**config.mk**
```make
export PLATFORM = sky130hd
export DESIGN_NAME = riscv_mdu
export DESIGN_NICKNAME = d
export VERILOG_FILES = /design/src/rtl/riscv_mdu_pkg.sv /design/src/rtl/riscv_mdu.sv
export SDC_FILE = /design/constraint.sdc
export NUM_CORES = 1
export LEC_CHECK = 0
export ABC_AREA = 0
export ABC_CLOCK_PERIOD_IN_PS = 6550
export BUFFER_PORTS_ARGS = -buffer_cell sky130_fd_sc_hd__buf_2
export CAP_MARGIN = 25
export CORE_MARGIN = 5
export CORE_UTILIZATION = 51
export DETAILED_ROUTE_END_ITERATION = 6
export PLACE_DENSITY = 0.69
export SETUP_SLACK_MARGIN = 0.3
export SYNTH_ARGS = -nofsm -noshare
export SYNTH_HDL_FRONTEND = slang
export SYNTH_SLANG_ARGS = --single-unit
```
**constraint.sdc**
```tcl
create_clock -name clk_i -period 6.55 [get_ports clk_i]
set_input_delay 1.965 -clock clk_i [delete_from_list [all_inputs] [get_ports clk_i]]
set_output_delay 1.965 -clock clk_i [all_outputs]
set_load 0.05 [all_outputs]
```
**src/rtl/riscv_mdu_pkg.sv**
```systemverilog
// -----------------------------------------------------------------------------
// riscv_mdu_pkg
//
// Shared execute-stage definitions for the multiply/divide unit: the
// M-extension operation codes (equal to the instruction funct3 field),
// the MDU state encoding and small decode helpers used by the unit.
// -----------------------------------------------------------------------------
package riscv_mdu_pkg;

    // M-extension operation codes (funct3 of the OP/OP-32 M instructions)
    localparam int MDU_OP_WIDTH = 3;

    localparam logic [MDU_OP_WIDTH-1:0] MDU_MUL    = 3'b000;
    localparam logic [MDU_OP_WIDTH-1:0] MDU_MULH   = 3'b001;
    localparam logic [MDU_OP_WIDTH-1:0] MDU_MULHSU = 3'b010;
    localparam logic [MDU_OP_WIDTH-1:0] MDU_MULHU  = 3'b011;
    localparam logic [MDU_OP_WIDTH-1:0] MDU_DIV    = 3'b100;
    localparam logic [MDU_OP_WIDTH-1:0] MDU_DIVU   = 3'b101;
    localparam logic [MDU_OP_WIDTH-1:0] MDU_REM    = 3'b110;
    localparam logic [MDU_OP_WIDTH-1:0] MDU_REMU   = 3'b111;

    typedef enum logic [1:0] {
        IDLE = 2'b00,
        BUSY = 2'b01,
        FIX  = 2'b10,
        DONE = 2'b11
    } mdu_state_t;

    // rs1 is interpreted as signed for MULH, MULHSU, DIV and REM
    function automatic logic mdu_a_signed(input logic [MDU_OP_WIDTH-1:0] op);
        return (op == MDU_MULH) || (op == MDU_MULHSU) ||
               (op == MDU_DIV)  || (op == MDU_REM);
    endfunction

    // rs2 is interpreted as signed for MULH, DIV and REM only
    function automatic logic mdu_b_signed(input logic [MDU_OP_WIDTH-1:0] op);
        return (op == MDU_MULH) || (op == MDU_DIV) || (op == MDU_REM);
    endfunction

    // All divide/remainder ops have funct3[2] set
    function automatic logic mdu_is_div(input logic [MDU_OP_WIDTH-1:0] op);
        return op[2];
    endfunction

    function automatic logic mdu_is_rem(input logic [MDU_OP_WIDTH-1:0] op);
        return op[2] & op[1];
    endfunction

endpackage

```
**src/rtl/riscv_mdu.sv**
```systemverilog
// -----------------------------------------------------------------------------
// riscv_mdu
//
// Iterative RV32M/RV64M multiply/divide unit. Radix-2 shift-add multiply and
// restoring divide, one iteration per clock, on magnitudes; the sign is fixed
// up in a final FIX cycle. Divide-by-zero and signed overflow complete through
// a one-cycle fast path.
//
// Ports
//   clk_i     in   clock, rising edge
//   rst_ni    in   asynchronous active-low reset
//   valid_i   in   operation request, taken when ready_o is high
//   op_i      in   operation code (funct3)
//   a_i       in   rs1 operand
//   b_i       in   rs2 operand
//   flush_i   in   abort any in-flight operation
//   ready_o   out  unit can accept a request this cycle
//   valid_o   out  one-cycle pulse, result_o is valid
//   result_o  out  result, held until the next accepted request completes
// -----------------------------------------------------------------------------
module riscv_mdu
    import riscv_mdu_pkg::*;
#(
    parameter int XLEN = 32
) (
    input  logic                    clk_i,
    input  logic                    rst_ni,
    input  logic                    valid_i,
    input  logic [MDU_OP_WIDTH-1:0] op_i,
    input  logic [XLEN-1:0]         a_i,
    input  logic [XLEN-1:0]         b_i,
    input  logic                    flush_i,
    output logic                    ready_o,
    output logic                    valid_o,
    output logic [XLEN-1:0]         result_o
);

    localparam int CNT_W = $clog2(XLEN);
    localparam logic [XLEN-1:0] MOST_NEG = {1'b1, {(XLEN-1){1'b0}}};

    // -------------------------------------------------------------------------
    // State and datapath registers
    // -------------------------------------------------------------------------
    mdu_state_t              state_reg;
    mdu_state_t              state_next;

    logic [MDU_OP_WIDTH-1:0] op_reg;
    logic                    sign_a_reg;
    logic                    sign_b_reg;
    logic [CNT_W-1:0]        cnt_reg;
    logic [XLEN-1:0]         result_reg;

    // acc_reg: upper product half / partial remainder
    // lo_reg : multiplier shifting out, product low half shifting in
    //          (or dividend shifting out, quotient shifting in)
    // opnd_reg: multiplicand / divisor magnitude
    logic [XLEN-1:0]         acc_reg;
    logic [XLEN-1:0]         acc_next;
    logic [XLEN-1:0]         lo_reg;
    logic [XLEN-1:0]         lo_next;
    logic [XLEN-1:0]         opnd_reg;

    // -------------------------------------------------------------------------
    // Request decode
    // -------------------------------------------------------------------------
    logic            accept;
    logic            a_neg;
    logic            b_neg;
    logic [XLEN-1:0] mag_a;
    logic [XLEN-1:0] mag_b;
    logic            div_zero;
    logic            div_ovf;
    logic            fast;
    logic [XLEN-1:0] fast_res;

    assign accept = valid_i && ready_o && !flush_i;

    assign a_neg = mdu_a_signed(op_i) & a_i[XLEN-1];
    assign b_neg = mdu_b_signed(op_i) & b_i[XLEN-1];

    // The most negative value maps onto itself, which is its correct
    // unsigned magnitude.
    assign mag_a = a_neg ? -a_i : a_i;
    assign mag_b = b_neg ? -b_i : b_i;

    assign div_zero = mdu_is_div(op_i) && (b_i == '0);
    // Signed overflow only for DIV/REM (funct3[0] clear among the divides)
    assign div_ovf  = mdu_is_div(op_i) && !op_i[0] &&
                      (a_i == MOST_NEG) && (b_i == '1);
    assign fast     = div_zero || div_ovf;

    always_comb begin
        fast_res = '0;
        if (div_zero) begin
            fast_res = mdu_is_rem(op_i) ? a_i : '1;
        end else begin
            fast_res = mdu_is_rem(op_i) ? '0 : a_i;
        end
    end

    // -------------------------------------------------------------------------
    // One iteration of shift-add multiply or restoring divide
    // -------------------------------------------------------------------------
    logic [XLEN:0] mul_sum;
    logic [XLEN:0] rem_shift;
    logic          rem_ge;

    always_comb begin
        // Multiply: add multiplicand into the upper half when the current
        // multiplier bit is set, then shift the whole product right by one.
        mul_sum   = {1'b0, acc_reg} + {1'b0, (lo_reg[0] ? opnd_reg : '0)};
        // Divide: shift the next dividend bit into the partial remainder
        // (XLEN+1 bits so the shifted value never overflows).
        rem_shift = {acc_reg, lo_reg[XLEN-1]};
        rem_ge    = rem_shift >= {1'b0, opnd_reg};

        if (mdu_is_div(op_reg)) begin
            acc_next = rem_ge ? XLEN'(rem_shift - {1'b0, opnd_reg})
                              : rem_shift[XLEN-1:0];
            lo_next  = {lo_reg[XLEN-2:0], rem_ge};
        end else begin
            acc_next = mul_sum[XLEN:1];
            lo_next  = {mul_sum[0], lo_reg[XLEN-1:1]};
        end
    end

    // -------------------------------------------------------------------------
    // Sign correction and result selection for the FIX cycle
    // -------------------------------------------------------------------------
    logic [2*XLEN-1:0] product;
    logic [2*XLEN-1:0] prod_fix;
    logic [XLEN-1:0]   quot_fix;
    logic [XLEN-1:0]   rem_fix;
    logic [XLEN-1:0]   fix_res;

    assign product  = {acc_reg, lo_reg};
    assign prod_fix = (sign_a_reg ^ sign_b_reg) ? -product : product;
    assign quot_fix = (sign_a_reg ^ sign_b_reg) ? -lo_reg  : lo_reg;
    // Remainder follows the sign of the dividend
    assign rem_fix  = sign_a_reg ? -acc_reg : acc_reg;

    always_comb begin
        fix_res = '0;
        case (op_reg)
            MDU_MUL:                         fix_res = prod_fix[XLEN-1:0];
            MDU_MULH, MDU_MULHSU, MDU_MULHU: fix_res = prod_fix[2*XLEN-1:XLEN];
            MDU_DIV, MDU_DIVU:               fix_res = quot_fix;
            MDU_REM, MDU_REMU:               fix_res = rem_fix;
            default:                         fix_res = '0;
        endcase
    end

    // -------------------------------------------------------------------------
    // FSM: state register
    // -------------------------------------------------------------------------
    always_ff @(posedge clk_i or negedge rst_ni) begin
        if (!rst_ni) begin
            state_reg <= IDLE;
        end else begin
            state_reg <= state_next;
        end
    end

    // -------------------------------------------------------------------------
    // FSM: next-state logic
    // -------------------------------------------------------------------------
    always_comb begin
        state_next = state_reg;
        case (state_reg)
            IDLE, DONE: begin
                if (flush_i) begin
                    state_next = IDLE;
                end else if (accept) begin
                    state_next = fast ? DONE : BUSY;
                end else begin
                    state_next = IDLE;
                end
            end
            BUSY: begin
                if (flush_i) begin
                    state_next = IDLE;
                end else if (cnt_reg == '0) begin
                    state_next = FIX;
                end
            end
            FIX: begin
                state_next = flush_i ? IDLE : DONE;
            end
            default: state_next = IDLE;
        endcase
    end

    // -------------------------------------------------------------------------
    // FSM: outputs
    // -------------------------------------------------------------------------
    always_comb begin
        ready_o = (state_reg == IDLE) || (state_reg == DONE);
        valid_o = (state_reg == DONE);
    end

    assign result_o = result_reg;

    // -------------------------------------------------------------------------
    // Datapath registers
    // -------------------------------------------------------------------------
    always_ff @(posedge clk_i or negedge rst_ni) begin
        if (!rst_ni) begin
            op_reg     <= '0;
            sign_a_reg <= 1'b0;
            sign_b_reg <= 1'b0;
            cnt_reg    <= '0;
            acc_reg    <= '0;
            lo_reg     <= '0;
            opnd_reg   <= '0;
            result_reg <= '0;
        end else if (accept) begin
            op_reg     <= op_i;
            sign_a_reg <= a_neg;
            sign_b_reg <= b_neg;
            cnt_reg    <= CNT_W'(XLEN - 1);
            acc_reg    <= '0;
            if (mdu_is_div(op_i)) begin
                lo_reg   <= mag_a;
                opnd_reg <= mag_b;
            end else begin
                lo_reg   <= mag_b;
                opnd_reg <= mag_a;
            end
            if (fast) begin
                result_reg <= fast_res;
            end
        end else if ((state_reg == BUSY) && !flush_i) begin
            acc_reg <= acc_next;
            lo_reg  <= lo_next;
            cnt_reg <= cnt_reg - 1'b1;
        end else if ((state_reg == FIX) && !flush_i) begin
            result_reg <= fix_res;
        end
    end

endmodule

```
# Word-level counts from Yosys, hierarchy flattened
# Index checks and enable logic that the tools add are counted.
[totals] reg_bits=140 in_bits=71 output_inout_bits=34
[classes] addsub=8 n_lt_le_gt_ge=1 eq_ne=19 n_mux=32 bitwise_logic=4 n_reduce_logical=28
[op_table] cell="32-bit two-way mux" count=21
[op_table] cell="32-bit negation" count=4
[op_table] cell="32-bit case mux with 4 select lines" count=1
[op_table] cell="32-bit equality test, second input constant" count=2
[op_table] cell="64-bit two-way mux" count=1
[op_table] cell="64-bit negation" count=1
[op_table] cell="32-bit by 32-bit adder with 33-bit output" count=1
[op_table] cell="33-bit by 32-bit greater-or-equal comparator with 1-bit output" count=1
[op_table] cell="32-bit logical NOT" count=1
[op_table] cell="32-bit subtractor" count=1
[op_table] cell="3-bit equality test, second input constant" count=6
[op_table] cell="2-bit two-way mux" count=6
[op_table] cell="5-bit two-way mux" count=2
[op_table] cell="3-bit by 2-bit equality test with 1-bit output, second input constant" count=3
[op_table] cell="1-bit logical AND" count=8
[op_table] cell="1-bit logical OR" count=7
[op_table] cell="3-bit by 1-bit equality test with 1-bit output, second input constant" count=2
[op_table] cell="2-bit case mux with 3 select lines" count=1
[op_table] cell="2-bit OR reduction" count=3
[op_table] cell="5-bit logical NOT" count=1
[op_table] cell="5-bit by 1-bit subtractor with 5-bit output, second input constant" count=1
[op_table] cell="2-bit equality test, second input constant" count=2
[op_table] cell="2-bit nonzero test" count=2
[op_table] cell="1-bit AND" count=3
[op_table] cell="10 further kinds" count=11

# Logic depth before layout (Yosys ltp)
[depth] word_depth=9 mapped_depth=15 mapped_depth_nobuf=13

# Least setup slack after synthesis
# Ideal clock, no wire load.
[synth_path] path_type="input to register" startpoint="in b_i[20]" endpoint="reg result_reg[17] (netlist: result_o[17])" arrival_time_ps=4493 required_ps=6426 path_slack_ps=1933 cell_stages=10 path_buffers=3 path_cell_list="or4_4 or3_4 or4_4 buf_6 nor4_4 o21ai_2 and2_4 buf_6 buf_6 a211o_1"
[synth_between] elab_chain_cells=5 word_cells_on_any_way=10 classes_between="eq/ne: 2; mux: 3; reduce/logical: 5"
[synth_lines] element="start: declaration" line="riscv_mdu.sv:31" rtl="input logic [XLEN-1:0] b_i,"
[synth_lines] element="32-bit equality test / 32-bit logical NOT (equally long branches)" line="riscv_mdu.sv:89, riscv_mdu.sv:86"
[synth_lines] element="1-bit logical AND, on equally long branches" line="riscv_mdu.sv:89, riscv_mdu.sv:86"
[synth_lines] element="1-bit logical OR / 32-bit two-way mux (equally long branches)" line="riscv_mdu.sv:90, riscv_mdu.sv:94"
[synth_lines] element="2-bit by 1-bit inequality test with 1-bit output (no line) / 32-bit two-way mux (equally long branches)"
[synth_lines] element="3-bit AND reduction (no line) / 32-bit two-way mux (equally long branches)"
[synth_lines] element="end signal: assignment" line="riscv_mdu.sv:230" rtl="result_reg <= fast_res;"
[synth_lines] element="end signal: assignment" line="riscv_mdu.sv:237" rtl="result_reg <= fix_res;"
[synth_lines] element="end: declaration" line="riscv_mdu.sv:51" rtl="logic [XLEN-1:0] result_reg;"
# Parallel ways exist; a longest one is shown, timed or not. The select of a mux whose other input is x is not followed.
# A chain may end at the register's enable or synchronous reset.

# Worst setup path after layout
[layout_path] startpoint="in b_i[4]" endpoint="reg result_reg[23] (netlist: result_o[23])"
# The elaborated chain is that of the path after synthesis.

==> flow_metrics.py <==
metrics = {
    "yosys": {
        "synth-main-ff-cell": "dfrtp_1",
        "synth_warnings": 0,
        "synth_seq_area_share": 0.2312,
        "ys_seq_elements": 140,
        "syn-cell-area_um2": 15150,
        "synth_edf_count": 0,
        "synth_cell_types": 80,
        "synthArstFlopShare": 1.000,
        "syn_inst": 2037,
        "synth_fp_nets": 2184,
        "postSynthAreaPerCell_um2": 7.438,
    },
    "sta": {
        "timing.fmax_mhz": 204.3,
        "fin_tns_setup_ns": 0,
        "worst_slew_pin_slew_ns": 1.120,
        "hold_viol": 0,
        "slew_violations": 0,
        "setup_violations": 0,
        "layout_min_cycle_time_ns": 4.894,
        "finalCritPeriodShare": 0.7473,
        "relSlewSlack": 0.2530,
        "setup_slack_ns": 1.656,
        "fin_skew_ns": 0.01106,
        "rsz0062_at_grt": "false",
    },
    "worst_hold_path": {
        "hold_class": "reg -> reg",
        "hold_depth": 2,
    },
    "clock_tree": {
        "cts_resized": 0,
        "clock_latency_ns": 0.47,
        "cts_tree": "done",
        "numCtsBuffers": 17,
        "cts_root_buf": "clkbuf_16",
        "cts_sinks": 140,
        "cts_max_path_buffers": 2,
        "post_cts_buffers": 0,
        "clkTransAtPathRegs_ns": 0.07,
        "cts_htree_levels": 4,
        "cts_hold_buffers": 0,
    },
    "grt": {
        "grt_pass1_vias": 15060,
        "grt_pass1_wl_um": 91060,
        "grtUsageTotal": 0.3535,
        "antenna_found_initial": 0,
        "grt_overflow": 0,
        "grt_max_degree": 96,
    },
    "setup_path": {
        "critPathCaptureType": "register",
        "criticalPathCategory": "in -> reg",
        "required_ns": 6.94,
        "critPathLaunchType": "primary input",
        "worstRegToRegCells": 11,
        "path_max_fanout": 25,
        "arrival_ns": 5.28,
    },
    "floorplanning": {
        "coreArea_um2": 29480,
        "die_h_um": 182.4,
        "die_x_um": 182.4,
        "start_util": 0.5140,
        "num_rows": 63,
        "fp.dieArea_um2": 33260,
        "io_pins": 105,
    },
    "placement": {
        "portBuffers": 104,
        "dp_hpwl_um": 46640,
        "placed_cells": 2411,
        "gp_congestion": 1.048,
        "dpl_worst_slack_ns": 1.267,
        "dpl-instance-area_um2": 15800,
    },
    "route": {
        "wl_per_cell_um": 24.63,
        "viasPerCell": 6.623,
        "vias": 16200,
        "wl_um": 60250,
        "dr.pass1.iters": 7,
        "ant_nets": 0,
        "drc": 0,
        "first_iter_violations": 1844,
    },
    "finish": {
        "post-route-util": 0.5576,
        "seq_area_um2": 3507,
        "fill_cells": 2854,
        "fin_area_um2": 16440,
        "synthToLayoutAreaGrowth_pct": 8.489,
        "drive_gt1_frac": 0.09976,
        "multi_input_area_um2": 10890,
        "fin_cells": 2446,
        "nNetsFinal": 2189,
    },
    "power": {
        "peakVddDrop_mv": 0.3143,
        "leakagePower_uw": 0.007056,
        "powerDensity_nw_per_um2": 592.1,
    },
    "status": {
        "status": "finished, final reports clean",
    },
    "flow_run": {
        "max-cap-violations": 0,
    },
}
==> layout make-up <==
cell class / instances / share of cell area
multi-input combinational: 1696 / 0.6624
sequential: 140 / 0.2133
timing repair buffer: 128 / 0.04407
tap: 390 / 0.02968
clock buffer: 17 / 0.02588
inverter: 59 / 0.01347
clock inverter: 15 / 0.01096
antenna: 1 / 0.0001522
==> cell usage after synthesis (11+ instances only) <==
master	number	area [um^2]
clkbuf_1	114	427.9
dfrtp_1	140	3503
inv_1	58	217.7
a21o_1	39	292.8
xnor2_1	108	945.9
a31oi_1	16	100.1
mux2i_1	55	550.5
nand2b_1	23	143.9
a22oi_1	11	82.58
and3_1	14	87.58
buf_2	11	55.05
o211ai_1	38	285.3
nor3_1	52	260.3
or4_1	20	150.1
o41ai_1	12	105.1
o31ai_1	23	172.7
a21oi_1	197	986.0
ha_1	74	925.9
a211oi_1	18	135.1
xor2_1	89	779.5
nor4_1	21	131.4
nand2_1	224	840.8
nand4_1	29	181.4
buf_1	11	41.29
o21ai_0	176	880.8
nand3_1	34	170.2
o221ai_1	47	411.6
nor2_1	208	780.8
nor2b_1	11	68.82
==> metrics by stage <==
step | power (uW) | hold slack (ns)
after floorplan | 6493 | 0.4498
after global placement | 8391 | 0.4657
after detailed placement | 8450 | 0.4735
after CTS | 9520 | 0.4890
after global routing | 10320 | 0.5156
final | 9733 | 0.4866
==> where the power goes <==
group / leakage, uW / internal [uW] / total (uW) / switching [uW]
logic: 0.00500 / 2350 / 6740 / 4390
registers: 0.00176 / 1240 / 1950 / 714
clock network: 0.000288 / 575 / 1050 / 472
==> metal layers <==
layer  vias up  share of wire  GRT usage  wire, um
met4         0          0.059     0.1810      3538
li1       7461              -          -         -
met5         -              0          0         0
met2       857           0.44     0.5448     26570
met3       166          0.091    0.07056      5482
met1      7716           0.41     0.4718     24660
==> worst max-delay path, cell delays in order <==
cell	delay (ns)
buf_2	0.13
nor4_1	0.62
nand3_1	0.29
or4_4	0.67
o311ai_4	0.90
o21ai_0	0.28
nand3_1	0.15
o21ai_0	0.10
a21oi_1	0.16
==> cell families (layout without fill, tap and decap cells) <==
| family | Yosys count | after routing | share of synthesized area |
|---|---|---|---|
| other cells | 0 | 1 | 0 |
| simple gates | 689 | 689 | 0.2135 |
| fa+ha+maj | 76 | 76 | 0.06375 |
| compound gates | 677 | 677 | 0.2865 |
| flops | 140 | 140 | 0.2312 |
| xor+xnor | 197 | 197 | 0.1139 |
| buf+inv | 201 | 219 | 0.05334 |
| mux | 57 | 57 | 0.03782 |
==> layout by cell type, fill, tap and decap left out, types with 12 or more instances in the layout <==
master,n
a21oi_1,196
xnor2_1,107
or4_1,20
o41ai_1,12
nor2_1,206
a31oi_1,15
nor3_1,52
o211ai_1,38
nand2_1,224
o221ai_1,47
ha_1,74
inv_1,58
dfrtp_1,139
mux2i_1,55
a211oi_1,18
o31ai_1,23
a21o_1,39
and3_1,14
xor2_1,88
nand3_1,34
nand2b_1,23
buf_4,22
nand4_1,29
nor4_1,21
o21ai_0,176
buf_2,103
clkbuf_16,17
==> final timing paths <==
kind / from / slack (ns) / end
min in group asynchronous: rst_ni / 1.46 / state_reg[0]
max: b_i[4] / 1.66 / result_o[23]
min: result_o[1] / 0.49 / result_o[1]
max in group asynchronous: rst_ni / 4.00 / opnd_reg[0]
max reg2reg: acc_reg[24] / 2.04 / acc_reg[23]
min reg2reg: result_o[1] / 0.49 / result_o[1]
Note: power is estimated with default switching activity, not from simulation.
